### src/rtl/lfsr_rr_sched.sv
// lfsr_rr_sched: round-robin scheduler sharing one Galois LFSR (de Bruijn
// extended, so the all-zero state is part of the sequence) among NREQ
// requesters. The LFSR advances only when a word is granted, so each value
// goes to exactly one requester. A reseed reloads seed and taps at run time.
// Optional feature: define LFSR_WRAP_DET_EN to add the `wrap` output, which
// pulses when a granted step returns the LFSR to its seed.
module lfsr_rr_sched #(
    parameter int SIZE = 8,
    parameter int NREQ = 4
) (
    input  logic            clk,
    input  logic            rst,
    input  logic [SIZE-1:0] tap,
    input  logic [SIZE-1:0] seed,
    input  logic            reseed,
    input  logic [NREQ-1:0] req,
    output logic [NREQ-1:0] gnt,
    output logic [SIZE-1:0] rdata,
    output logic            rvalid,
    output logic            busy
`ifdef LFSR_WRAP_DET_EN
    ,
    output logic            wrap
`endif
);

    localparam int PW = (NREQ > 1) ? $clog2(NREQ) : 1;

    typedef enum logic {
        ST_SEED = 1'b0,
        ST_RUN  = 1'b1
    } state_t;

    state_t          state_q, state_d;
    logic [SIZE-1:0] lfsr_q, lfsr_d;
    logic [SIZE-1:0] tap_q, tap_d;
    logic [PW-1:0]   ptr_q, ptr_d;
    logic [NREQ-1:0] gnt_q, gnt_d;
    logic [SIZE-1:0] rdata_q, rdata_d;
    logic            rvalid_q, rvalid_d;
    logic [SIZE-1:0] lfsr_nxt;
    logic            any_req;
    logic [PW-1:0]   winner;
    logic [PW:0]     scan_idx;
`ifdef LFSR_WRAP_DET_EN
    // The seed copy only feeds the wrap comparator, so it lives with it.
    logic [SIZE-1:0] seed_q, seed_d;
    logic            wrap_q, wrap_d;
`endif

    // All-zeros or all-ones tap masks collapse to a single tap at bit 1.
    function automatic logic [SIZE-1:0] sanitise_tap(input logic [SIZE-1:0] t);
        if (t == '0 || t == '1) begin
            return SIZE'(2);
        end
        return t;
    endfunction

    // One Galois step; the zero-detect term splices the all-zero state into
    // the cycle. Tap bit 0 has no effect because bit 0 always takes fb.
    function automatic logic [SIZE-1:0] lfsr_step(input logic [SIZE-1:0] s,
                                                  input logic [SIZE-1:0] t);
        logic            fb;
        logic [SIZE-1:0] n;
        fb   = s[SIZE-1] ^ (s[SIZE-2:0] == '0);
        n    = '0;
        n[0] = fb;
        for (int b = 1; b < SIZE; b++) begin
            n[b] = t[b] ? (s[b-1] ^ fb) : s[b-1];
        end
        return n;
    endfunction

    // Pick the first requesting index at or after the pointer, wrapping.
    always_comb begin
        any_req  = 1'b0;
        winner   = '0;
        scan_idx = '0;
        for (int i = 0; i < NREQ; i++) begin
            scan_idx = {1'b0, ptr_q} + (PW + 1)'(i);
            if (scan_idx >= (PW + 1)'(NREQ)) begin
                scan_idx = scan_idx - (PW + 1)'(NREQ);
            end
            if (!any_req && req[scan_idx[PW-1:0]]) begin
                any_req = 1'b1;
                winner  = scan_idx[PW-1:0];
            end
        end
    end

    // Next-state and registered-output logic for the SEED/RUN controller.
    always_comb begin
        state_d  = state_q;
        lfsr_d   = lfsr_q;
        tap_d    = tap_q;
        ptr_d    = ptr_q;
        gnt_d    = '0;
        rdata_d  = rdata_q;
        rvalid_d = 1'b0;
        lfsr_nxt = lfsr_step(lfsr_q, tap_q);
`ifdef LFSR_WRAP_DET_EN
        seed_d   = seed_q;
        wrap_d   = 1'b0;
`endif
        case (state_q)
            ST_SEED: begin
                state_d = ST_RUN;
            end
            ST_RUN: begin
                if (reseed) begin
                    // Reseed wins over a same-cycle request; the request stays pending.
                    lfsr_d  = seed;
                    tap_d   = sanitise_tap(tap);
`ifdef LFSR_WRAP_DET_EN
                    seed_d  = seed;
`endif
                    state_d = ST_SEED;
                end else if (any_req) begin
                    gnt_d    = NREQ'(1) << winner;
                    rdata_d  = lfsr_q;
                    rvalid_d = 1'b1;
                    lfsr_d   = lfsr_nxt;
                    ptr_d    = (winner == PW'(NREQ - 1)) ? '0 : winner + 1'b1;
`ifdef LFSR_WRAP_DET_EN
                    wrap_d   = (lfsr_nxt == seed_q);
`endif
                end
            end
            default: begin
                state_d = ST_SEED;
            end
        endcase
    end

    // State and output registers; reset performs the reseed loads plus clears.
    always_ff @(posedge clk) begin
        if (rst) begin
            state_q  <= ST_SEED;
            lfsr_q   <= seed;
            tap_q    <= sanitise_tap(tap);
            ptr_q    <= '0;
            gnt_q    <= '0;
            rdata_q  <= '0;
            rvalid_q <= 1'b0;
`ifdef LFSR_WRAP_DET_EN
            seed_q   <= seed;
            wrap_q   <= 1'b0;
`endif
        end else begin
            state_q  <= state_d;
            lfsr_q   <= lfsr_d;
            tap_q    <= tap_d;
            ptr_q    <= ptr_d;
            gnt_q    <= gnt_d;
            rdata_q  <= rdata_d;
            rvalid_q <= rvalid_d;
`ifdef LFSR_WRAP_DET_EN
            seed_q   <= seed_d;
            wrap_q   <= wrap_d;
`endif
        end
    end

    assign gnt    = gnt_q;
    assign rdata  = rdata_q;
    assign rvalid = rvalid_q;
    assign busy   = (state_q == ST_SEED);
`ifdef LFSR_WRAP_DET_EN
    assign wrap   = wrap_q;
`endif

endmodule

### config.mk
export PLATFORM = sky130hd
export DESIGN_NAME = lfsr_rr_sched
export DESIGN_NICKNAME = d
export VERILOG_FILES = /design/src/rtl/lfsr_rr_sched.sv
export SDC_FILE = /design/constraint.sdc
export NUM_CORES = 1
export LEC_CHECK = 0
export CAP_MARGIN = 20
export CORE_ASPECT_RATIO = 0.9
export CORE_MARGIN = 2
export CORE_UTILIZATION = 47
export CTS_CLUSTER_DIAMETER = 120
export DETAILED_ROUTE_END_ITERATION = 16
export PLACE_DENSITY = 0.78
export SETUP_SLACK_MARGIN = 0.4
export SLEW_MARGIN = 10
export SYNTH_ARGS = -nofsm -noshare
export SYNTH_HDL_FRONTEND = slang
export SYNTH_SLANG_ARGS = --single-unit
### constraint.sdc
create_clock -name clk -period 2.5 [get_ports clk]
set_input_delay 0.5 -clock clk [delete_from_list [all_inputs] [get_ports clk]]
set_output_delay 0.5 -clock clk [all_outputs]
set_load 0.01 [all_outputs]
## After elaboration in Yosys (flattened, before gate mapping)

Index checks and enable logic that the tools add are counted.
Widths: inputs -> output; s select.

| storage, ports and cells | value |
|---|---|
| memories | 0 |
| bits in latches | 0 |
| output and inout bits | 14 |
| bits in writable memories | 0 |
| register bits after elaboration | 32 |
| input bits | 23 |
| word-level logic and storage cells | 99 |
| bits in read-only memories | 0 |

| cells by class | value |
|---|---|
| div/mod/pow operators | 0 |
| muxes and demuxes | 45 |
| magnitude comparators | 8 |
| equal/unequal tests | 2 |
| reductions and logical operators | 17 |
| shifts and indexed selects | 1 |
| add/subtract/negate cells | 8 |
| bitwise gates (word level) | 11 |
| multipliers | 0 |

Operators with widths:

| kind | number |
|---|---|
| $mux 8 | 10 |
| $mux 1 | 21 |
| $mux 2 | 9 |
| $lt 2x3->1 const B | 4 |
| $ge 3x3->1 const B | 3 |
| $bmux 1 s2 | 4 |
| $eq 8x8->1 const B | 1 |
| $logic_not 8->1 | 1 |
| $sub 2x1->2 const B | 4 |
| $xor 1x1->1 | 8 |
| $logic_not 7->1 | 1 |
| $add 2x2->3 const B | 2 |
| $reduce_and 2->1 | 2 |
| $reduce_bool 2->1 | 2 |
| $reduce_or 4->1 | 1 |
| $shl 1x2->4 const A | 1 |
| $add 2x1->3 const B | 1 |
| $ge 2x3->1 const B | 1 |
| $logic_and 1x1->1 | 3 |
| $logic_not 1->1 | 3 |
| $not 1->1 | 3 |
| $reduce_and 3->1 | 1 |
| $reduce_bool 3->1 | 1 |
| $reduce_or 3->1 | 1 |
| other kinds (4) | 4 |

## Depth between registers and ports, before layout

Gate-level depths: netlist of the first run.

| depth | value |
|---|---|
| depth after elaboration | 18 |
| gate-level depth with buffers | 6 |

## Worst setup path after synthesis of the first run

OpenSTA, ideal clock, no wires.

| timing | value |
|---|---|
| path kind | input port to flip-flop |
| from | input port tap[2] |
| to | register tap_q[4] (data pin) |
| path slack | 0.539 ns |
| data required time | 2.245 ns |
| cell stages on the path | 5 |
| library setup time | 0.255 ns |
| buffers on the path | 0 |
| arrival | 1.707 ns |
| cell sequence | or4_1 or4_1 nor2_1 a31oi_1 and2_1 |

| on the way | value |
|---|---|
| word-level cells in the longest chain between the ends | 9 |
| elaborated cells on any way between the ends | 12 |
| classes of those cells | eq/ne (1); mux (9); reduce/logical (2) |

RTL lines:

| element | RTL line | source |
|---|---|---|
| start: declaration | 13 | `input logic [SIZE-1:0] tap,` |
| $eq 8x8->1 or $logic_not 8->1 (tied branches) | 53 | `if (t == '0 \|\| t == '1) begin` |
| $logic_or 1x1->1 (*) | 53 |  |
| $mux 1 (*) | 53 |  |
| $mux 1 | 110 | `if (reseed) begin` |
| $mux 1 | 105 | `case (state_q)` |
| $mux 8 | 56 | `return t;` |
| $mux 8 | 110 |  |
| $mux 8 | 105 |  |
| $mux 8 (*) | 137 | `if (rst) begin` |
| end signal: assignment | 140 | `tap_q <= sanitise_tap(tap);` |
| end signal: assignment | 152 | `tap_q <= tap_d;` |
| end: declaration | 36 | `logic [SIZE-1:0] tap_q, tap_d;` |

Mark *: on every way between the ends. The rest lies on a longest branch, timed or not. The select of a mux whose other input is x is not followed.
A chain may end at the register's enable or synchronous reset.

## Final worst setup path of the first run

| timing | value |
|---|---|
| from | input port tap[7] |
| to | register tap_q[7] (data pin) |

| on the way | value |
|---|---|
| word-level cells in the longest chain between the ends | 9 |
| elaborated cells on any way between the ends | 12 |
| classes of those cells | eq/ne (1); mux (9); reduce/logical (2) |

RTL lines:

| element | RTL line |
|---|---|
| $eq 8x8->1 or $logic_not 8->1 (tied branches) | 53 |
| $logic_or 1x1->1 | 53 |
| $mux 1 | 53 |
| $mux 1 | 110 |
| $mux 1 | 105 |
| $mux 8 | 56 |
| $mux 8 | 110 |
| $mux 8 | 105 |
| $mux 8 (*) | 137 |

Marks and branches as above.

==> results of run 1 <==
-- cell usage after synthesis --
master / count / area share
a21oi_1: 8 / 0.029
nor4_1: 1 / 0.0045
dfxtp_1: 16 / 0.23
nand2_1: 9 / 0.024
mux2i_1: 8 / 0.058
and3_1: 1 / 0.0045
nand2b_1: 1 / 0.0045
a21boi_0: 4 / 0.022
a211oi_1: 3 / 0.016
or4_1: 2 / 0.011
o21ai_0: 13 / 0.047
nor3_1: 1 / 0.0036
o221ai_1: 1 / 0.0063
a31o_2: 5 / 0.032
mux2_2: 1 / 0.0081
clkbuf_1: 4 / 0.011
xor2_1: 3 / 0.019
nor3b_1: 2 / 0.011
edfxtp_1: 15 / 0.33
or2b_1: 1 / 0.0054
a31oi_1: 1 / 0.0045
or2_2: 2 / 0.0090
nor2_1: 14 / 0.038
o31a_1: 1 / 0.0063
and2_1: 4 / 0.018
buf_4: 1 / 0.0054
nand4_1: 1 / 0.0045
nor2b_1: 4 / 0.018
and3b_1: 2 / 0.013
inv_1: 4 / 0.011
-- flip-flops by register name (all words and copies together) (netlist names) --
signal,flops
lfsr_q,8
state_q,1
tap_q,7
rvalid,1
ptr_q,2
rdata,8
gnt,4
-- final cells by class --
| cell class | instances | area, um^2 | area share |
|---|---|---|---|
| clock buffer | 7 | 55.05 | 0.02957 |
| clock inverter | 1 | 3.754 | 0.002016 |
| inverter | 4 | 15.01 | 0.008064 |
| multi-input combinational | 93 | 581.8 | 0.3125 |
| sequential | 31 | 770.7 | 0.4140 |
| tap | 40 | 50.05 | 0.02688 |
| timing repair buffer | 40 | 385.4 | 0.2070 |
-- what timing repair did --
action,in CTS,in global routing
endpoints found under the setup margin,4,1
pin swaps,7,1
hold endpoints to repair,0,0
resized for setup,4,0
-- stage by stage --
stage	utilization	std cells	power, mW	area, um^2	hold slack, ns
floorplan	-	133	0.6937	1385	0.4379
global placement	0.6527	208	0.7747	1808	0.4627
detailed placement	0.6527	208	0.7826	1808	0.4701
CTS	0.6721	216	1.070	1862	0.4830
global route	0.6721	216	1.114	1862	0.5169
finish	0.6721	216	1.063	1862	0.4801
-- worst max-delay path by stage --
stage | startpoint | to | slack, ns
after CTS | tap[7] | tap_q[7]$_SDFFCE_PP0P_ | 0.43
after floorplan | tap[2] | tap_q[4]$_SDFFCE_PP0P_ | 0.54
after global routing | tap[7] | tap_q[7]$_SDFFCE_PP0P_ | 0.41
after detailed placement | tap[2] | tap_q[4]$_SDFFCE_PP0P_ | 0.02
final | tap[7] | tap_q[7]$_SDFFCE_PP0P_ | 0.44
after global placement | tap[5] | tap_q[5]$_SDFFCE_PP0P_ | 0.09
-- per-layer routing --
| layer | global-route usage | vias up | share of wire | wire [um] |
|---|---|---|---|---|
| met5 | 0 | - | 0 | 0 |
| met3 | 0.06323 | 4 | 0.043 | 119 |
| met1 | 0.2015 | 542 | 0.43 | 1196 |
| li1 | - | 567 | - | - |
| met4 | 0.07453 | 0 | 0.014 | 38 |
| met2 | 0.3267 | 26 | 0.51 | 1406 |
-- critical path, delay by kind of cell --
family,cells,cell delay [ns]
AO/OA/AOI/OAI,1,0.07
buffers and inverters,1,0.25
AND/OR/NAND/NOR,4,1.33
-- power by group through the flow --
| stage | combinational (mW) | sequential, mW | clock (mW) |
|---|---|---|---|
| floorplan | 0.0867 | 0.607 | 0 |
| global placement | 0.165 | 0.610 | 0 |
| detailed placement | 0.171 | 0.611 | 0 |
| CTS | 0.170 | 0.600 | 0.301 |
| global route | 0.186 | 0.606 | 0.322 |
| finish | 0.169 | 0.600 | 0.294 |
-- kinds of logic (layout without fill, tap and decap cells) --
logic type | count (synthesis) | after routing | synth area share
xor gates and xnor gates | 3 | 3 | 0.01897
muxes | 9 | 9 | 0.06595
buffers and inverters | 9 | 52 | 0.02710
AOI/OAI and AO/OA | 36 | 36 | 0.1626
DFF | 31 | 31 | 0.5565
and+or+nand+nor | 45 | 45 | 0.1689
==> flow_summary_export.csv, run 1 <==
group,metric,value,unit
run_status,status,"complete, no violations",
timing,post-route-period-util,0.8225,
timing,slew_headroom,0.7338,
timing,finalWorstSetupSlack,0.4438,ns
synthesis,synth_nets,156,
critical_path,cp-start-kind,"input port",
timing,setup_violations,0,
route,routed_via_density,5.273,
critical_path,critPathKind,"in -> reg",
cts,cts_buffers,5,
route,first_iter_violations,20,
pwr,vdd_drop_max,433.6,uV
layout,final_cell_mix,"clkdlybuf4s50_1 (32), dfxtp_1 (16), edfxtp_1 (15)",
synthesis,synth_seq_area_share,0.5565,
critical_path,critPathMaxFanout,4,
floorplanning,io_pins,37,
pwr,p_sw_frac,0.2492,
cts,holdBufCountCts,0,
critical_path,critical_path_required,2.59,ns
global_route,grt_first_pass_wirelength,4616,um
floorplanning,die_area,3398,um^2
floorplanning,core.rowCount,18,
cts,cts_tree,"done",
pwr,power_frac_comb,0.159,
synthesis,synth_cell_types,30,
route,vias,1139,
global_route,grt_max_degree,16,
cts,clkTransAtPathRegs,0.09,ns
synthesis,ys_warn_count,0,
critical_path,critical_path_arrival,2.15,ns
timing,fin_skew,0.009272,ns
synthesis,synth_cells,133,
critical_path,cp_slowest_stage_delay,0.54,ns
worst_hold_path,min_delay_worst_endpoint,"state_q$_SDFF_PP0_",
pwr,power.switching,264.9,uW
cts,clock-sinks,31,
floorplanning,core,2770,um^2
worst_hold_path,hp-class,"reg -> reg",
worst_hold_path,worstHoldStart,"state_q$_SDFF_PP0_",
layout,antenna_cells,0,
global_route,overflow,0,
route,drt_first_pass_iters,4,
critical_path,crit_path_top_delay_cell,"or4_1",
floorplanning,die_w,61.22,um
route,remaining_drc_errors,0,
critical_path,cp-end-kind,"flop",
critical_path,r2r-start,"lfsr_q[3]$_DFFE_PP_",
global_route,antenna_found_initial,0,
critical_path,crit_chain,"dlygate4sd2_1 > or4_1 > or4_1 > nor2_1 > a31oi_1 > and2_1",
run,cap_violations,0,
global_route,grt_pass1_vias,1110,
pwr,p_clk_frac,0.277,
timing,tns,0,ns
route,wl_per_cell,12.78,um
route,ant_nets,0,
layout,final_common_cell,"clkdlybuf4s50_1",
cts,cts_root_buf,"clkbuf_4",
cts,post_cts_buffers,0,
timing,fin_crit,2.056,ns
route,wirelength,2760,um
synthesis,syn-cell-area,1385,um^2
critical_path,timing.rr.end,"lfsr_q[3]$_DFFE_PP_",
cts,clockBufferDepth,2,
pwr,p_leak,0.6989,nW
timing,max_clock_freq,486.3,MHz
pwr,p_per_area,570.9,nW/um^2
timing,finalHoldViolCount,0,
critical_path,rr_worst_depth,5,
cts,clock_latency,0.33,ns
worst_hold_path,min_path_cells,1,
cts,htree_levels,2,
timing,worst_pin_slew,0.3992,ns
place,hpwl,2171,um
synthesis,synth_seq_cells,31,
layout,drive_gt1_frac,0.1080,
layout,syn_to_final_growth,34.42,%
pwr,seq_power_share,0.564,
timing,slew_violations,0,
place,place_ws,0.01831,ns
place,port_buffers,36,
floorplanning,die_h,55.50,um
floorplanning,initial_utilization,0.5000,
critical_path,crit_top_cell,"or4_1",
global_route,grt_usage,0.1879,
place,place.gp.congestion,0.8287,
layout,layout.nets,198,
synthesis,synth_area_per_cell,10.41,um^2
timing,rsz0062_at_grt,"false",
critical_path,r2r_slack,0.63,ns
pwr,internal_power,798.0,uW
layout,fill_cells,243,
Note: power is estimated with default switching activity, not from simulation.
==> run 2, diff against run 1 <==
- clock period: 2.5 -> 1.9 ns (I/O delays scaled with it)
==> run 2 against run 1 <==
Against the previous run:
- critical path depth stayed put
- sequential power is 32% higher
- clock-buffer cell count is 1 higher
- worst setup slack worse by 0.23 ns
- non-clock buffer count is 16 higher
- sequential share of layout area is 3.7 points lower
- die area stayed put
- largest power group unchanged
==> flow_summary_export.csv, run 2 (synthesis gave the netlist of run 1 again) <==
group,metric,value,unit
run_status,status,"complete, no violations",
timing,setup_violations,0,
layout,design_area,2043,um^2
global_route,antenna_found_initial,0,
timing,slew_violations,0,
place,place_ws,-0.4731,ns
pwr,p_leak,0.8458,nW
critical_path,cp-end-kind,"flop",
route,topRoutingLayerUsed,"met4",
layout,antenna_cells,0,
cts,cts_tree,"done",
place,port_buffers,36,
critical_path,cp-start-kind,"input port",
cts,clockBufferDepth,2,
cts,htree_levels,2,
floorplanning,die_area,3398,um^2
timing,fin_crit,1.688,ns
route,ant_nets,0,
critical_path,critPathMaxFanout,4,
route,drt_first_pass_iters,4,
cts,clock-sinks,31,
place,dpl_cell_area,1888,um^2
layout,regArea,770.7,um^2
timing,worst_pin_slew,0.3094,ns
layout,final_common_cell,"buf_4",
route,vias,1230,
critical_path,critPathKind,"in -> reg",
floorplanning,die_w,61.22,um
layout,final_cell_mix,"buf_4 (19), dlygate4sd2_1 (18), dfxtp_1 (16)",
pwr,p_per_area,698.4,nW/um^2
route,remaining_drc_errors,0,
route,met3WireLength,174,um
timing,holdWs,0.4306,ns
route,wirelength,3256,um
place,place.gp.congestion,0.7963,
timing,finalHoldViolCount,0,
route,routed_via_density,5.302,
layout,layout.nets,214,
layout,drive_gt1_frac,0.2813,
cts,cts_root_buf,"clkbuf_4",
global_route,grt_max_degree,16,
run,cap_violations,0,
global_route,grt_first_pass_wirelength,5244,um
pwr,p_total,1.427,mW
timing,rsz0062_at_grt,"true",
route,wl_per_cell,14.03,um
layout,syn_to_final_growth,47.52,%
cts,clock_latency,0.32,ns
critical_path,critical_path_required,1.98,ns
pwr,vdd_drop_max,486.3,uV
floorplanning,io_pins,37,
global_route,grt_usage,0.2121,
global_route,overflow,0,
floorplanning,core,2770,um^2
floorplanning,die_h,55.50,um
global_route,grt_pass1_vias,1168,
route,met1_length,1395,um
timing,post-route-period-util,0.8886,
layout,multi_input_area,669.4,um^2
critical_path,crit_path_top_delay_cell,"or4_1",
critical_path,cp_slowest_stage_delay,0.51,ns
worst_hold_path,hp-class,"in -> reg",
timing,max_clock_freq,592.3,MHz
cts,clkTransAtPathRegs,0.09,ns
place,hpwl,2318,um
layout,fill_cells,218,
floorplanning,initial_utilization,0.5000,
timing,fin_skew,0.006493,ns
timing,finalWorstSetupSlack,0.2116,ns
worst_hold_path,min_path_cells,3,
critical_path,critical_path_arrival,1.77,ns
floorplanning,core.rowCount,18,
critical_path,rr_worst_depth,4,
cts,cts_buffers,5,
route,wl_met2,1605,um
critical_path,crit_chain,"buf_6 > or4_1 > or4_4 > nor2_4 > a31oi_4 > and2_1",
timing,slew_headroom,0.7937,
route,first_iter_violations,64,
[run 2: cell types whose count changed in the layout (fill, tap and decap cells not counted), sizes merged]
cell	before	now
clkinv	1	0
clkdlybuf4s50	32	14
buf	4	23
clkdlybuf4s15	0	1
dlygate4sd2	4	18
clkbuf	7	8
[run 2: critical path: cells and delay by family]
family	cells	cell delay [ns]
simple gates	4	1.26
buf+inv	1	0.09
compound gates	1	0.05
[run 2: cell type report]
cell class / count / share of cell area
Timing Repair Buffer: 56 / 0.2394
Tap cell: 40 / 0.02449
Multi-Input combinational cell: 93 / 0.3276
Inverter: 4 / 0.007348
Sequential cell: 31 / 0.3772
Clock buffer: 8 / 0.02388
[run 2: power breakdown]
group	leakage (nW)	internal, mW	total [mW]	switching, mW
sequential	0.282	0.753	0.791	0.0380
clock	0.0265	0.147	0.349	0.202
combinational	0.537	0.155	0.287	0.132
total	0.846	1.05	1.43	0.372
[run 2: worst paths after layout]
kind	startpoint	end	slack, ns
max	tap[5]	tap_q[7]$_SDFFCE_PP0P_	0.21
min	tap[4]	tap_q[4]$_SDFFCE_PP0P_	0.43
max reg2reg	lfsr_q[6]$_DFFE_PP_	lfsr_q[0]$_DFFE_PP_	0.22
min reg2reg	state_q$_SDFF_PP0_	state_q$_SDFF_PP0_	0.49
[run 2: metrics by stage]
step,instances,setup TNS (ns),utilization
final,232,0,0.7376
after global placement,215,-1.922,0.6816
after detailed placement,215,-2.531,0.6816
after floorplan,133,0,-
after global routing,232,0,0.7376
after CTS,230,0,0.7231
[run 2: metal layers]
layer	track usage	vias up
met2	0.3374	43
li1	-	597
met5	0	-
met1	0.2715	582
met4	0.1056	0
met3	0.03513	8
[run 2: timing repair]
item	in CTS	in global routing
pin swaps	15	8
gates resized for setup	47	7
setup endpoints to repair	47	17
setup buffers	6	2
gates cloned	1	0
hold buffers	0	0
